[src/rtl/alu_addsub_issue.sv]
// alu_addsub_issue: sequencing stage wrapped around an external ripple-carry adder.
//
// Accepts ADD/SUB/ADC/SBC requests over a valid/ready handshake and registers the
// adder operands (A, effective B and carry-in). It holds them stable for
// SETTLE_CYCLES so the long carry chain can settle, then captures Sum/Cout with
// ALU flags and presents them over an output valid/ready handshake.
//
// Ports:
//   clk, rst_n          clock (rising edge), asynchronous active-low reset
//   flush               synchronous abort of an in-flight operation
//   in_valid/in_ready   request handshake
//   in_op               00 ADD, 01 SUB, 10 ADC, 11 SBC
//   in_a, in_b          operands
//   in_carry            carry-in for ADC/SBC
//   adder_a/b/cin       registered operands driven to the adder
//   adder_sum/cout      adder results
//   out_valid/out_ready result handshake
//   out_result          captured sum
//   out_carry           captured Cout (subtract: 1 = no borrow)
//   out_zero/neg/ovf    zero, negative and signed-overflow flags
module alu_addsub_issue #(
  parameter int unsigned WIDTH         = 32,
  parameter int unsigned SETTLE_CYCLES = 2
) (
  input  logic             clk,
  input  logic             rst_n,
  input  logic             flush,
  input  logic             in_valid,
  output logic             in_ready,
  input  logic [1:0]       in_op,
  input  logic [WIDTH-1:0] in_a,
  input  logic [WIDTH-1:0] in_b,
  input  logic             in_carry,
  output logic [WIDTH-1:0] adder_a,
  output logic [WIDTH-1:0] adder_b,
  output logic             adder_cin,
  input  logic [WIDTH-1:0] adder_sum,
  input  logic             adder_cout,
  output logic             out_valid,
  input  logic             out_ready,
  output logic [WIDTH-1:0] out_result,
  output logic             out_carry,
  output logic             out_zero,
  output logic             out_neg,
  output logic             out_ovf
);

  localparam int unsigned Msb = WIDTH - 1;

  // 4 bits covers the largest legal load value (SETTLE_CYCLES - 1 = 14).
  localparam int unsigned CntW = 4;
  localparam logic [CntW-1:0] CntLoad = CntW'(SETTLE_CYCLES - 1);

  if (SETTLE_CYCLES < 1 || SETTLE_CYCLES > 15) begin : g_bad_settle
    $error("alu_addsub_issue: SETTLE_CYCLES must be in 1..15");
  end
  if (WIDTH < 2) begin : g_bad_width
    $error("alu_addsub_issue: WIDTH must be at least 2");
  end

  typedef enum logic [1:0] {
    StIdle,
    StSettle,
    StDone
  } state_e;

  state_e            state_q, state_d;
  logic [CntW-1:0]   cnt_q, cnt_d;
  logic [WIDTH-1:0]  a_q, a_d;
  logic [WIDTH-1:0]  b_q, b_d;
  logic              cin_q, cin_d;
  logic [WIDTH-1:0]  res_q, res_d;
  logic              carry_q, carry_d;
  logic              zero_q, zero_d;
  logic              neg_q, neg_d;
  logic              ovf_q, ovf_d;

  always_comb begin
    state_d = state_q;
    cnt_d   = cnt_q;
    a_d     = a_q;
    b_d     = b_q;
    cin_d   = cin_q;
    res_d   = res_q;
    carry_d = carry_q;
    zero_d  = zero_q;
    neg_d   = neg_q;
    ovf_d   = ovf_q;

    unique case (state_q)
      StIdle: begin
        // flush wins over a request arriving in the same cycle.
        if (!flush && in_valid) begin
          state_d = StSettle;
          cnt_d   = CntLoad;
          a_d     = in_a;
          // op[0] selects subtract (invert B); op[1] selects the external carry.
          b_d     = in_op[0] ? ~in_b : in_b;
          cin_d   = in_op[1] ? in_carry : in_op[0];
        end
      end
      StSettle: begin
        if (flush) begin
          state_d = StIdle;
          cnt_d   = '0;
        end else if (cnt_q != '0) begin
          cnt_d = cnt_q - 1'b1;
        end else begin
          state_d = StDone;
          res_d   = adder_sum;
          carry_d = adder_cout;
          zero_d  = (adder_sum == '0);
          neg_d   = adder_sum[Msb];
          // Overflow: like-signed addends produced a sum of the other sign.
          ovf_d   = (a_q[Msb] == b_q[Msb]) && (adder_sum[Msb] != a_q[Msb]);
        end
      end
      StDone: begin
        // A flushed result is simply never presented again.
        if (flush || out_ready) begin
          state_d = StIdle;
        end
      end
      default: begin
        state_d = StIdle;
        cnt_d   = '0;
      end
    endcase
  end

  always_ff @(posedge clk or negedge rst_n) begin
    if (!rst_n) begin
      state_q <= StIdle;
      cnt_q   <= '0;
      a_q     <= '0;
      b_q     <= '0;
      cin_q   <= 1'b0;
      res_q   <= '0;
      carry_q <= 1'b0;
      zero_q  <= 1'b0;
      neg_q   <= 1'b0;
      ovf_q   <= 1'b0;
    end else begin
      state_q <= state_d;
      cnt_q   <= cnt_d;
      a_q     <= a_d;
      b_q     <= b_d;
      cin_q   <= cin_d;
      res_q   <= res_d;
      carry_q <= carry_d;
      zero_q  <= zero_d;
      neg_q   <= neg_d;
      ovf_q   <= ovf_d;
    end
  end

  assign in_ready   = (state_q == StIdle);
  assign out_valid  = (state_q == StDone);
  assign adder_a    = a_q;
  assign adder_b    = b_q;
  assign adder_cin  = cin_q;
  assign out_result = res_q;
  assign out_carry  = carry_q;
  assign out_zero   = zero_q;
  assign out_neg    = neg_q;
  assign out_ovf    = ovf_q;

  // The adder operands may only move on an accept edge.
  a_operands_stable : assert property (
    @(posedge clk) disable iff (!rst_n)
    !(in_ready && in_valid && !flush) |=> ($stable(adder_a) && $stable(adder_b) &&
                                           $stable(adder_cin))
  );

endmodule
[config.mk]
export PLATFORM = sky130hd
export DESIGN_NAME = alu_addsub_issue
export DESIGN_NICKNAME = d
export VERILOG_FILES = /design/src/rtl/alu_addsub_issue.sv
export SDC_FILE = /design/constraint.sdc
export NUM_CORES = 1
export LEC_CHECK = 0
export CORE_ASPECT_RATIO = 1.4
export CORE_MARGIN = 1
export CORE_UTILIZATION = 25
export DETAILED_ROUTE_END_ITERATION = 10
export PLACE_DENSITY = 0.54
export SLEW_MARGIN = 20
export SYNTH_ARGS = -nofsm -noshare
export SYNTH_HDL_FRONTEND = slang
export SYNTH_SLANG_ARGS = --single-unit
[constraint.sdc]
create_clock -name clk -period 1.9 [get_ports clk]
set_input_delay 0.19 -clock clk [delete_from_list [all_inputs] [get_ports clk]]
set_output_delay 0.19 -clock clk [all_outputs]
set_load 0.02 [all_outputs]
==> metrics.txt <==
status=completed; syn nets=448; met3 Track Usage GR=0.03692; # IOs=around 210; Routed Antenna Nets=0; PortBufs=between 200 and 250; Seq/Total Area, Yosys=0.5984; Initial Utilization=0.2558; library cells used by synthesis=30; clock root cell=clkbuf_16; R2R cell count=6; WL final=11.51 mm; global-route wire length before repair=around 18 mm; row cnt=57; setup total negative slack=0 ps; prevailing post-synth register cell=dfrtp_1; dpl hpwl=8.851 mm; Avg Cell Area, Syn=13.00 sq um; total track usage=0.1286; via-per-instance ratio=4.252; proportion of layout cells with a drive suffix above 1=0.1769; VDD IR max=~0.55 mV; fmax=558.6 MHz; GPL Wtd Cong=a little under 0.8; clk buf depth=2; vias=3359; Lkg Pwr=2.840 nW; largest net degree at the start of global routing=53; Worst-path clk slew=70 ps; Finished Cell Area=7162 sq um; vias in the first global route=~3600; Post-DP Area=6815 sq um; pre-CTS WS=between 10 and 15 ps; busiest grt layer=met2; drc violations=0; fin crit share=0.9422; first drt pass iteration count=4; CTS buffer count=9; Filler cells=1689; Worst slew margin=0.6226; core area=17330 sq um; final setup skew=5.293 ps; min Tclk post-route=1790 ps; critical path class=register to output pin; Data required, critical path=1710 ps; Worst setup SP type=register; GR Util met2=0.2322; net count reported at finish=656; total power draw=between 10 and 15 mW; postcts setup bufs=0; Max FO, Critical Path=9; WP data arrival=1600 ps; mapped cell area=4433 sq um; grt ovf=0; EDFF count, synth=0; Final setup viols=0; CP Capture Type=output pin; Setup WS post-layout=between 100 and 150 ps; ys async rst share=1.000; antenna cells=0; total of max-cap violations=0; die area=about 18000 sq um; initial DRC count=78; reg-to-reg endpoint=out_result[29]; final hold violations=0; area grow syn2layout=61.56%; GR Util met1=0.1389; cells along the critical path=nor2_1 > clkdlybuf4s50_1; initial antenna violation count=0; Worst path top cell family by delay=buffers and inverters; Placed Instances=773; clock sink count=around 110; PD cells=1529 nW/um^2; Crit path largest cell delay=between 600 and 700 ps; reg2reg start=cnt_q[0]; post-route insts no fill=slightly below 800; Routed wire per std cell=14.57 microns; #FFs+latches synth=106; H-Tree Depth=3; yosys warns=0; RSZ-0062 raised after global routing=false; Die Height=roughly 160 microns; Mapped Cells=341; WP buf/inv=1; slowest CP cell=clkdlybuf4s50_1; Skew-Pair Late Insertion Delay=between 300 and 400 ps; HP Class=input pin to async pin; Die Wd=114.5 microns; CTS tree=built; Slew @ Worst Pin=566.1 ps; Final Max Slew Viols=0; Reg2Reg Setup Slack=130 ps
[routing by layer]
layer,wire [microns],share of wire
met2,6159,0.54
met4,192,0.017
met3,828,0.072
met5,0,0
met1,4326,0.38
[logic make-up (layout without fill, tap and decap cells)]
family / Yosys count / in the layout / synth area share
flops: 106 / 106 / 0.5984
mux: 69 / 69 / 0.1747
simple gates: 65 / 65 / 0.07733
compound gates: 45 / 45 / 0.05476
xor+xnor: 32 / 32 / 0.06322
buf+inv: 22 / 235 / 0.02597
fa+ha+maj: 2 / 2 / 0.005644
[report_power, final]
group          switching [mW]  internal [mW]  total (mW)
combinational            2.38           2.71        5.08
sequential              0.566           3.22        3.79
clock                   0.900           1.18        2.08
total                    3.84           7.11        11.0
[cell type report]
| class | count | area, sq um | area share |
|---|---|---|---|
| clock buffer | 9 | 225.2 | 0.03145 |
| clock inverter | 7 | 106.4 | 0.01485 |
| inverter | 2 | 7.507 | 0.001048 |
| multi-input combinational | 213 | 1672 | 0.2334 |
| sequential | 106 | 2653 | 0.3704 |
| tap | 236 | 295.3 | 0.04123 |
| timing repair buffer | 217 | 2203 | 0.3077 |
[registers in the layout, indices dropped and copies added, names as in the netlist]
| signal | count |
|---|---|
| cnt_q | 4 |
| out_ovf | 1 |
| state_q | 2 |
| adder_a | 32 |
| out_zero | 1 |
| adder_cin | 1 |
| out_result | 32 |
| out_carry | 1 |
| adder_b | 32 |
[cell usage in the layout (no fill, tap or decap), types with 3 or more instances in the layout]
cell and count:
clkdlybuf4s50_1 204, dfrtp_1 106, mux2_2 65, nor2_1 37, a21oi_1 35, xnor2_1 32, clkbuf_16 9, nor4_1 8
buf_4 5, buf_12 5, nor2b_1 4, or3b_2 3, nand2_1 3, o22ai_1 3, inv_6 3
[synthesized netlist by cell type (3+ instances only)]
| library cell | instances | share of area |
|---|---|---|
| nor4_1 | 8 | 0.011 |
| or3b_2 | 3 | 0.0059 |
| nor2b_1 | 4 | 0.0056 |
| nor2_1 | 37 | 0.031 |
| dfrtp_1 | 106 | 0.60 |
| buf_2 | 14 | 0.016 |
| a21oi_1 | 35 | 0.040 |
| o22ai_1 | 3 | 0.0042 |
| nand2_1 | 3 | 0.0025 |
| buf_4 | 4 | 0.0068 |
| mux2_2 | 65 | 0.17 |
| xnor2_1 | 32 | 0.063 |
[metrics by stage]
stage | hold WS [ps] | utilization
floorplan | -105.6 | -
global placement | 220.9 | 0.3933
detailed placement | 221.8 | 0.3933
CTS | 388.7 | 0.4129
global route | 413.5 | 0.4133
finish | 383.1 | 0.4133
[worst max path at each step]
stage / slack [ps] / end / cells past startpoint / from
after global routing: 10 / out_result[30] / 6 / cnt_q[0]
after floorplan: 250 / out_result[10] / 6 / cnt_q[0]
after CTS: 80 / out_result[11] / 6 / cnt_q[0]
after global placement: 90 / adder_b[1] / 6 / flush
after detailed placement: 10 / adder_b[29] / 6 / flush
final: 110 / in_ready / 2 / state_q[1]
[repair_timing]
action | in CTS | in global routing
hold buffers | 1 | 0
setup endpoints to repair | 1 | 34
hold endpoints to repair | 38 | 0
gates cloned | 0 | 0
gates resized for setup | 1 | 1
(Power assumes the default switching activity.)
